$ cat src/rtl/adder_entry_ctrl.sv
// Operand-entry sequencer: debounced "enter" button steps an FSM that captures A, then B,
// from the switch bus, performs one registered add with carry-out and drives display enables.
module adder_entry_ctrl #(
   parameter int WIDTH           = 8,
   parameter int DEBOUNCE_CYCLES = 4
) (
   input  logic             clk,
   input  logic             rst,
   input  logic [WIDTH-1:0] din,
   input  logic             enter_btn,
   input  logic             clear,
   output logic [WIDTH-1:0] a_q,
   output logic [WIDTH-1:0] b_q,
   output logic [WIDTH-1:0] sum_q,
   output logic             cout_q,
   output logic             result_valid,
   output logic [1:0]       state_o,
   output logic [2:0]       disp_en
);

   localparam int CW = $clog2(DEBOUNCE_CYCLES);

   typedef enum logic [1:0] {
      IDLE   = 2'd0,
      HAVE_A = 2'd1,
      ADD    = 2'd2,
      DONE   = 2'd3
   } state_t;

   state_t         state, state_d;
   logic           s1, s2, deb, deb_prev;
   logic [CW-1:0]  cnt;
   logic           press;
   logic [WIDTH-1:0] a_d, b_d, sum_d;
   logic           cout_d, rv_d;
   logic [WIDTH:0] add_w;

   // Two-flop synchronizer, then a level debouncer that only counts while s2 disagrees with deb.
   always_ff @(posedge clk or posedge rst) begin
      if (rst) begin
         s1       <= 1'b0;
         s2       <= 1'b0;
         deb      <= 1'b0;
         deb_prev <= 1'b0;
         cnt      <= '0;
      end else begin
         s1       <= enter_btn;
         s2       <= s1;
         deb_prev <= deb;
         if (s2 == deb) begin
            cnt <= '0;
         end else if (cnt == CW'(DEBOUNCE_CYCLES - 1)) begin
            deb <= s2;
            cnt <= '0;
         end else begin
            cnt <= cnt + CW'(1);
         end
      end
   end

   assign press = deb & ~deb_prev;
   assign add_w = {1'b0, a_q} + {1'b0, b_q};

   always_ff @(posedge clk or posedge rst) begin
      if (rst) begin
         state        <= IDLE;
         a_q          <= '0;
         b_q          <= '0;
         sum_q        <= '0;
         cout_q       <= 1'b0;
         result_valid <= 1'b0;
      end else begin
         state        <= state_d;
         a_q          <= a_d;
         b_q          <= b_d;
         sum_q        <= sum_d;
         cout_q       <= cout_d;
         result_valid <= rv_d;
      end
   end

   // Clear wins over any press and over the ADD step.
   always_comb begin
      state_d = state;
      a_d     = a_q;
      b_d     = b_q;
      sum_d   = sum_q;
      cout_d  = cout_q;
      rv_d    = 1'b0;
      if (clear) begin
         state_d = IDLE;
         a_d     = '0;
         b_d     = '0;
         sum_d   = '0;
         cout_d  = 1'b0;
      end else begin
         case (state)
            IDLE: begin
               if (press) begin
                  a_d     = din;
                  state_d = HAVE_A;
               end
            end
            HAVE_A: begin
               if (press) begin
                  b_d     = din;
                  state_d = ADD;
               end
            end
            ADD: begin
               sum_d   = add_w[WIDTH-1:0];
               cout_d  = add_w[WIDTH];
               rv_d    = 1'b1;
               state_d = DONE;
            end
            DONE: begin
               if (press) begin
                  a_d     = din;
                  b_d     = '0;
                  state_d = HAVE_A;
               end
            end
            default: state_d = IDLE;
         endcase
      end
   end

   always_comb begin
      disp_en = 3'b000;
      case (state)
         IDLE:    disp_en = 3'b000;
         HAVE_A:  disp_en = 3'b001;
         ADD:     disp_en = 3'b011;
         DONE:    disp_en = 3'b111;
         default: disp_en = 3'b000;
      endcase
   end

   assign state_o = state;

endmodule

$ cat config.mk
export PLATFORM = sky130hd
export DESIGN_NAME = adder_entry_ctrl
export DESIGN_NICKNAME = d
export VERILOG_FILES = /design/src/rtl/adder_entry_ctrl.sv
export SDC_FILE = /design/constraint.sdc
export NUM_CORES = 1
export LEC_CHECK = 0
export BUFFER_PORTS_ARGS = -buffer_cell sky130_fd_sc_hd__buf_2
export CAP_MARGIN = 20
export CORE_ASPECT_RATIO = 0.7
export CORE_MARGIN = 2
export CORE_UTILIZATION = 38
export CTS_CLUSTER_SIZE = 10
export DETAILED_ROUTE_END_ITERATION = 10
export HOLD_SLACK_MARGIN = 0.06
export PLACE_DENSITY = 0.66
export SLEW_MARGIN = 10
export SYNTH_ARGS = -nofsm -noshare
export SYNTH_HDL_FRONTEND = slang
export SYNTH_SLANG_ARGS = --single-unit
$ cat constraint.sdc
create_clock -name clk -period 4.8 [get_ports clk]
set_input_delay 0.96 -clock clk [delete_from_list [all_inputs] [get_ports clk]]
set_output_delay 0.96 -clock clk [all_outputs]
set_load 0.05 [all_outputs]
==> metrics.txt <==
post-synth top area share=0.4802; register share of total power=0.315; Cell Count, Final, Fillers Out=276; DRC violations left=0; switching component of the power=0.6146 mW; total core area=4404 um^2; Worst Setup Start Kind=flop; initial core utilization=0.4023; htree depth=2; root buffer cell=clkbuf_8; row count=20; Remaining Overflow, GRT=0; GRT Total Usage=0.1578; Critical Path RT=3.84 ns; area grow syn2layout=20.41%; overall routed net length=3790 um; post-route clock period utilization=0.5848; final instance area=2133 um^2; cell total after placement=268; cts bufs inserted=5; Crit Path Class=reg -> out; fraction of layout cells with a size suffix above 1=0.2624; Die Wd=85.61 um; DR vias=1416; CTS resizes=0; DP Wirelength=2774 um; sw frac=0.4695; maximum clock rate=356.3 MHz; FF+latch count, synth=34; Fillers=430; Final Net Count=246; slew margin rel.=0.5769; # IOs=43; setup bufs post-CTS=0; Synth area leaders=dfrtp_1 (48%), ha_1 (9.2%), nand2b_1 (5.3%); GP Congestion=0.7849; Total Power=1.309 mW; HP Class=reg -> reg; DIE AREA=5233 um^2; crit path max fanout=16; setup TNS=0 ns; Util after Layout=0.4844; syn_nets=203; clock network fraction of total power=0.194; post-layout min period=2.807 ns; largest net degree at the start of global routing=35; WP data arrival=1.85 ns; # diodes=0; PD cells=613.6 nW/um^2; Static Leak=1.086 nW; DRT antenna net count=0; clk_skew=0.003698 ns; worst-skew pair later-pin latency=0.28 ns; Port Buffer Count=42; first-pass GRT wire length=6279 um; CTS sink count=34; Final setup viols=0; Sequential Area=850.8 um^2; area occupied by multi-input gates=860.8 um^2; WHS=0.3706 ns; TritonCTS clock tree=yes; Post-Syn Instances=177; worst slew pin tran=0.6280 ns; VDD IR-drop max=0.4834 mV; antenna violations before repair=0; final hold viol count=0; setup ws final=1.993 ns; post-DR wirelength/cell=13.73 um; clock-pin transition on the worst setup and hold timing paths=0.07 ns; count of cell types in the netlist=31; cell taking the most area after synthesis=dfrtp_1; status=complete, no violations; hold buffers post-CTS=0; YS warnings=0; chip height=61.13 um; post-synthesis cell area=1772 um^2; sequential area share after synthesis=0.4802; Clock Path Buffers=2; crit end category=primary output; Comb pwr share=0.491; Setup WS pre-CTS=2.306 ns; Final Slew Violations=0; Mean Syn Cell Area=10.01 um^2; RSZ-0062 raised after global routing=false; drt initial violations=66; flop2flop setup slack=2.79 ns; vias in the first global route=1318; DRT Pass-1 Iters=4; internal power=0.6943 mW; placed cell areas=2024 um^2; Vias/cell=5.130; MaxCap Viol Count=0
## cells in the mapped netlist
| cell type | count |
|---|---|
| dfrtp_1 | 34 |
| nand2_1 | 19 |
| o21ai_0 | 16 |
| nand2b_1 | 15 |
| ha_1 | 13 |
| nor2_1 | 12 |
| a21oi_1 | 11 |
| inv_1 | 7 |
| buf_2 | 6 |
| a211oi_1 | 5 |
| a21o_1 | 5 |
| a22oi_1 | 5 |
| nand3_1 | 4 |
| xnor2_1 | 4 |
| mux2_2 | 3 |
| a21oi_2 | 2 |
| mux2i_1 | 2 |
| a31oi_1 | 1 |
| a32o_1 | 1 |
| a41oi_1 | 1 |
| and2b_1 | 1 |
| clkbuf_1 | 1 |
| fa_1 | 1 |
| nor2b_1 | 1 |
| nor3_1 | 1 |
| nor3b_2 | 1 |
| o2111ai_1 | 1 |
| o31ai_1 | 1 |
| or2_2 | 1 |
| or3_1 | 1 |
| xor2_1 | 1 |
## worst max-delay path: stages, from the launching register on
cell	delay, ns
dfrtp_1	0.43
inv_1	0.11
ha_1	0.55
or2_2	0.23
buf_2	0.26
## metal layers
metal / track usage / vias up / wire [um]
li1: - / 701 / -
met5: 0 / - / 0
met2: 0.2377 / 37 / 1661
met3: 0.04558 / 5 / 269
met1: 0.2190 / 673 / 1819
met4: 0.06122 / 0 / 40
## area by class of cell
| cell class | count | area share |
|---|---|---|
| inverter | 7 | 0.01232 |
| timing repair buffer | 43 | 0.1021 |
| tap | 55 | 0.03226 |
| clock inverter | 3 | 0.01877 |
| sequential | 34 | 0.3988 |
| multi-input combinational | 129 | 0.4035 |
| clock buffer | 5 | 0.03226 |
## power groups by stage
| stage | clock [mW] | sequential, mW | combinational (mW) |
|---|---|---|---|
| 2_1_floorplan | 0 | 0.590 | 0.329 |
| 3_3_place_gp | 0 | 0.416 | 0.632 |
| 3_5_place_dp | 0 | 0.419 | 0.644 |
| 4_1_cts | 0.265 | 0.413 | 0.648 |
| 5_1_grt | 0.277 | 0.424 | 0.702 |
| 6_report | 0.254 | 0.412 | 0.642 |
## kinds of logic (layout without fill, tap and decap cells)
family                     Yosys count  in the layout  share of synthesized area
buffers and inverters               14             58                    0.03390
AOI/OAI and AO/OA                   49             49                     0.1730
muxes                                5              5                    0.03037
DFF                                 34             34                     0.4802
adders and majority gates           14             14                     0.1031
xor gates and xnor gates             5              5                    0.02472
and+or+nand+nor                     56             56                     0.1547
## worst paths after layout
path / start / depth (start not counted) / end
max in group asynchronous: rst / 3 / sum_q[7]$_DFFE_PP0P_
worst min-delay path: s1$_DFF_PP0_ / 0 / s2$_DFF_PP0_
worst max-delay path: state_o[0]$_DFFE_PP0P_ / 4 / disp_en[1]
worst max register to register: a_q[0]$_DFFE_PP0P_ / 6 / sum_q[6]$_DFFE_PP0P_
worst min register to register: s1$_DFF_PP0_ / 0 / s2$_DFF_PP0_
min in group asynchronous: rst / 3 / cnt[1]$_DFF_PP0_
## state kept, by name (all words and copies together), names as in the netlist
name / flops
cnt: 2
result_valid: 1
cout_q: 1
sum_q: 8
s2: 1
b_q: 8
deb_prev: 1
deb: 1
state_o: 2
s1: 1
a_q: 8
## placed cells by master, fill, tap and decap left out, types with 3 or more instances in the layout
| cell type | count |
|---|---|
| clkbuf_8 | 5 |
| buf_2 | 42 |
| nand2_1 | 19 |
| xnor2_1 | 4 |
| nand2b_1 | 15 |
| nand3_1 | 4 |
| a22oi_1 | 5 |
| dfrtp_1 | 34 |
| a21oi_1 | 11 |
| a21o_1 | 5 |
| ha_1 | 13 |
| o21ai_0 | 16 |
| inv_1 | 7 |
| a211oi_1 | 5 |
| nor2_1 | 12 |
| mux2_2 | 3 |
Note: power is estimated with default switching activity, not from simulation.
